--- config.mk ---
export PLATFORM = sky130hd
export DESIGN_NAME = regalu_seq
export DESIGN_NICKNAME = d
export VERILOG_FILES = /design/src/rtl/regalu_seq.sv
export SDC_FILE = /design/constraint.sdc
export NUM_CORES = 1
export LEC_CHECK = 0
export CAP_MARGIN = 20
export CORE_ASPECT_RATIO = 0.5
export CORE_UTILIZATION = 37
export CTS_CLUSTER_SIZE = 40
export DETAILED_ROUTE_END_ITERATION = 10
export PLACE_DENSITY = 0.85
export SYNTH_ARGS = -nofsm -noshare
export SYNTH_HDL_FRONTEND = slang
export SYNTH_SLANG_ARGS = --single-unit
--- constraint.sdc ---
create_clock -name clk -period 1.8 [get_ports clk]
set_input_delay 0.45 -clock clk [delete_from_list [all_inputs] [get_ports clk]]
set_output_delay 0.45 -clock clk [all_outputs]
set_load 0.01 [all_outputs]
--- src/rtl/regalu_seq.sv ---
// Command sequencer for an external register-file/ALU (regalu): accepts LOAD/ALU/READ
// commands, drives one regalu access cycle, then holds a response until consumed.
module regalu_seq (
    input  logic        clk,
    input  logic        reset,
    input  logic        cmd_valid,
    output logic        cmd_ready,
    input  logic [1:0]  cmd_kind,
    input  logic [1:0]  cmd_op,
    input  logic [2:0]  cmd_a,
    input  logic [2:0]  cmd_b,
    input  logic [2:0]  cmd_dst,
    input  logic [15:0] cmd_imm,
    output logic        rsp_valid,
    input  logic        rsp_ready,
    output logic [15:0] rsp_data,
    output logic        rsp_cout,
    output logic        rsp_err,
    output logic        sel,
    output logic        wr,
    output logic [1:0]  op,
    output logic [2:0]  rd_addr_a,
    output logic [2:0]  rd_addr_b,
    output logic [2:0]  wr_addr,
    output logic [15:0] d_in,
    input  logic [15:0] d_out_a,
    input  logic [15:0] d_out_b,
    input  logic        cout,
    output logic [7:0]  cmd_count
);
    localparam logic [1:0] K_LOAD = 2'b00;
    localparam logic [1:0] K_ALU  = 2'b01;
    localparam logic [1:0] K_READ = 2'b10;

    typedef enum logic [1:0] {IDLE, EXEC, RESP} state_t;

    state_t      state;
    logic [1:0]  kind_q, op_q;
    logic [2:0]  a_q, b_q, dst_q;
    logic [15:0] imm_q, rsp_data_q;
    logic        is_exec, is_resp;
    logic        unused;

    // Operand B only feeds the ALU inside regalu; the sequencer never looks at it.
    assign unused = ^d_out_b;

    always_ff @(posedge clk) begin
        if (reset) begin
            state      <= IDLE;
            kind_q     <= '0;
            op_q       <= '0;
            a_q        <= '0;
            b_q        <= '0;
            dst_q      <= '0;
            imm_q      <= '0;
            rsp_data_q <= '0;
            rsp_cout   <= 1'b0;
            rsp_err    <= 1'b0;
            cmd_count  <= '0;
        end else begin
            case (state)
                IDLE: if (cmd_valid) begin
                    kind_q <= cmd_kind;
                    op_q   <= cmd_op;
                    a_q    <= cmd_a;
                    b_q    <= cmd_b;
                    dst_q  <= cmd_dst;
                    imm_q  <= cmd_imm;
                    state  <= EXEC;
                end
                EXEC: begin
                    case (kind_q)
                        K_LOAD:  rsp_data_q <= imm_q;
                        K_READ:  rsp_data_q <= d_out_a;
                        default: rsp_data_q <= '0;
                    endcase
                    rsp_cout <= (kind_q == K_ALU) ? cout : 1'b0;
                    rsp_err  <= (kind_q == 2'b11);
                    state    <= RESP;
                end
                RESP: if (rsp_ready) begin
                    cmd_count <= cmd_count + 8'd1;
                    state     <= IDLE;
                end
                default: state <= IDLE;
            endcase
        end
    end

    assign is_exec   = (state == EXEC);
    assign is_resp   = (state == RESP);
    assign cmd_ready = (state == IDLE) && !reset;
    assign rsp_valid = is_resp && !reset;
    assign wr        = is_exec && !reset && ((kind_q == K_LOAD) || (kind_q == K_ALU));
    assign sel       = is_exec && (kind_q == K_ALU);
    assign d_in      = (is_exec && kind_q == K_LOAD) ? imm_q : 16'h0000;
    assign op        = is_exec ? op_q : 2'b00;
    assign rd_addr_b = is_exec ? b_q : 3'd0;
    assign wr_addr   = is_exec ? dst_q : 3'd0;

    // The ALU result is written at the EXEC->RESP edge, so it is read back from dst in RESP.
    assign rd_addr_a = is_exec ? a_q : ((is_resp && kind_q == K_ALU) ? dst_q : 3'd0);
    assign rsp_data  = (is_resp && kind_q == K_ALU) ? d_out_a : rsp_data_q;
endmodule

==> impl_metrics.ini <==
[clock_network]
cts-root-buf = clkbuf_16
cts.clk_slew.worst_paths_ns = 0.05
cts_buffers = 9
cts_sinks = 57
cts_tree = done
clock_latency_ns = 0.34
clockBufferDepth = 2
htree_levels = 3

[worst_setup_path]
crit_top_cell = buf_6
reg2reg_slack_ns = -0.05
crit_chain = buf_6 > nand2b_4 > nor2_4 > buf_6 > clkbuf_16 > mux2_4 > buf_6
reg2reg_to = rsp_data_q[10]$_SDFFE_PP0N_
rr_worst_depth = 9
critPathBufInv = 4
start_kind = flip-flop
cp_data_required_time_ns = 1.35
worstSetupEndpointType = primary output
cp_top_family = buffers and inverters
slowest_delay_ns = 0.33
cp-startpoint = kind_q[1]$_SDFFE_PP0P_
arrival_ns = 1.80
crit_fanout = 5
critPathKind = reg2out
cp_slowest_cell = dfxtp_2
crit-reg2reg-launch = kind_q[1]$_SDFFE_PP0P_

[pwr]
pwr_density_cell_nw_per_um2 = 778
combPwrFrac = 0.175
seq_power_share = 0.371
pwr-share-clk = 0.454
p_switching_mw = 0.952
peakVddDrop_mv = 0.513
intPower_mw = 2.75
power.leakage_nw = 2.00
switching_share = 0.257

[logic_synthesis]
synth_top_area_frac = 0.442
synth.most_common_cell = nand2_1
yosys_warnings = 0
netlist_instances = 296
syn_avg_cell_area_um2 = 8.72
syn_nets = 363
synth_edf_count = 0
syn-cell-area_um2 = 2580
synth_ff_type = dfxtp_1
ys_seq_elements = 57
async_flop_share = 0
synthTopCellsByCount = nand2_1, dfxtp_1, a21oi_1
synth_area_leaders = dfxtp_1, nand2_1, a21oi_1, mux2_2, and2_1
ys_seq_area_frac = 0.442
synth.distinct_cells = 37
synth_top_cell_by_area = dfxtp_1

[finish]
diodes = 0
drive_gt1_frac = 0.406
fin_cells = 555
n_fill_cell = 425
fin_nets = 525
syn2layout_area_growth_pct = 84.4
seq_area_um2 = 1160
multi_input_area_um2 = 1490

[drt]
drtPass1Iterations = 6
drc_errors = 0
finalWirelength_um = 12200
vias = 3277
wl_per_cell_um = 22.0
antenna_left = 0
viasPerCell = 5.90
drt_iter0_drc = 433

[floorplanning]
core_area_um2 = 6730
die_w_um = 120
die_area_um2 = 7340
io_pins = 123
fp-row-count = 21
dieHeight_um = 61.1
start_util = 0.384

[hold_path]
hold_path_depth = 2
whs_endpoint = op_q[1]$_SDFFE_PP0P_
hold_path_class = reg2reg
min_from = op_q[1]$_SDFFE_PP0P_

[placed_design]
numPortBuffers = 106
preCtsSetupSlack_ns = -0.329
gp_congestion = 0.758
dp_cells = 515
hpwl_um = 5580

[sta]
max_freq_ghz = 0.445
slew-limit-headroom = 0.712
clock_skew_ns = 0.00757
hold_viol = 0
slew_violations = 0
fin_crit_sh = 1.25
worst_slack_ns = -0.449
finalCriticalPeriod_ns = 2.25
grt_setup_unrepaired = yes
finalSetupViolations = 45
tightestPinTransition_ns = 0.432

[global_route]
grt_pass1_vias = 2958
grt_usage = 0.294
grt_max_degree = 32
grt-ovfl-total = 0
antenna_found_initial = 0
grt_pass1_wl_um = 15700

[run_status]
violations = negative setup slack
status = finished with violations

[job]
drv_cap = 0
flip-flops by register name, indices dropped and copies added (netlist names), 2 cells and up:
| signal | count |
|---|---|
| op_q | 2 |
| cmd_count | 8 |
| imm_q | 16 |
| dst_q | 3 |
| a_q | 3 |
| kind_q | 2 |
| b_q | 3 |
| state | 2 |
| rsp_data_q | 16 |
final cells by class:
cell class | instances | share of cell area
Clock inverter | 2 | 0.00210
Sequential cell | 57 | 0.243
Inverter | 1 | 0.000788
Tap cell | 92 | 0.0242
Timing Repair Buffer | 173 | 0.357
Multi-Input combinational cell | 216 | 0.314
Clock buffer | 14 | 0.0597
stage by stage:
stage | power (mW) | cell area (µm²) | util | hold WS, ns | setup TNS (ns)
after floorplan | 1.57 | 2590 | - | 0.432 | 0
after global placement | 1.85 | 4010 | 0.595 | 0.438 | -13.17
after detailed placement | 1.86 | 4010 | 0.595 | 0.442 | -14.77
after CTS | 3.56 | 4540 | 0.674 | 0.449 | -11.76
after global routing | 3.80 | 4760 | 0.708 | 0.478 | -14.33
final | 3.70 | 4760 | 0.708 | 0.452 | -13.07
layer usage:
metal	routed length [µm]	global-route usage	up-vias
met4	626	0.173	0
li1	-	-	1373
met3	1120	0.113	72
met1	4770	0.338	1584
met2	5710	0.484	248
met5	0	0	-
worst max path at each step:
stage / depth (start not counted) / endpoint / slack (ns)
after global routing: 7 / rsp_data[3] / -0.46
after floorplan: 4 / rsp_data[10] / 0.03
after global placement: 5 / rsp_data[0] / -0.31
final: 7 / rsp_data[14] / -0.45
after detailed placement: 5 / rsp_data[10] / -0.33
after CTS: 7 / d_in[9] / -0.40
logic make-up after synthesis:
group           synth area share
flops                      0.442
xor+xnor                 0.00339
simple gates               0.269
buf+inv                   0.0455
mux                       0.0736
fa+ha+maj                0.00484
compound gates             0.161
tightest hold or removal path: stages (launching register included):
cell and delay [ns]:
dfxtp_1 0.30, nand2_1 0.05, a21oi_1 0.05
placed cells by master, fill, tap and decap left out, types with 2 or more instances in the layout:
cell / instances
nand2_1: 62
mux2_4: 11
clkinv_2: 2
a222oi_1: 8
nor3b_1: 8
o21ai_0: 3
or3_1: 3
buf_4: 49
mux2_2: 5
and2_4: 24
a21oi_1: 37
a221o_1: 8
clkbuf_16: 11
dfxtp_1: 51
nor2_1: 12
clkbuf_8: 4
nor2_4: 2
nor2b_4: 2
nand2b_4: 3
buf_2: 11
buf_6: 45
or4_1: 3
dfxtp_4: 3
buf_8: 3
clkdlybuf4s50_1: 58
o31ai_1: 3
buf_12: 3
nand4b_1: 2
a22o_1: 3
nand3_1: 3
dfxtp_2: 3
timing repair:
| item | CTS | global route |
|---|---|---|
| setup buffers | 12 | 8 |
| setup endpoints to repair | 56 | 56 |
| gates cloned | 4 | 1 |
| pin swaps | 9 | 9 |
| hold buffers | 0 | 0 |
| resized for setup | 251 | 53 |
power by group through the flow:
stage	Combinational (mW)	Sequential (mW)	Clock, mW
2_1_floorplan	0.197	1.37	0
3_3_place_gp	0.473	1.38	0
3_5_place_dp	0.482	1.38	0
4_1_cts	0.558	1.36	1.64
5_1_grt	0.670	1.38	1.76
6_report	0.647	1.37	1.68
Power figures use the tool's default switching activity.
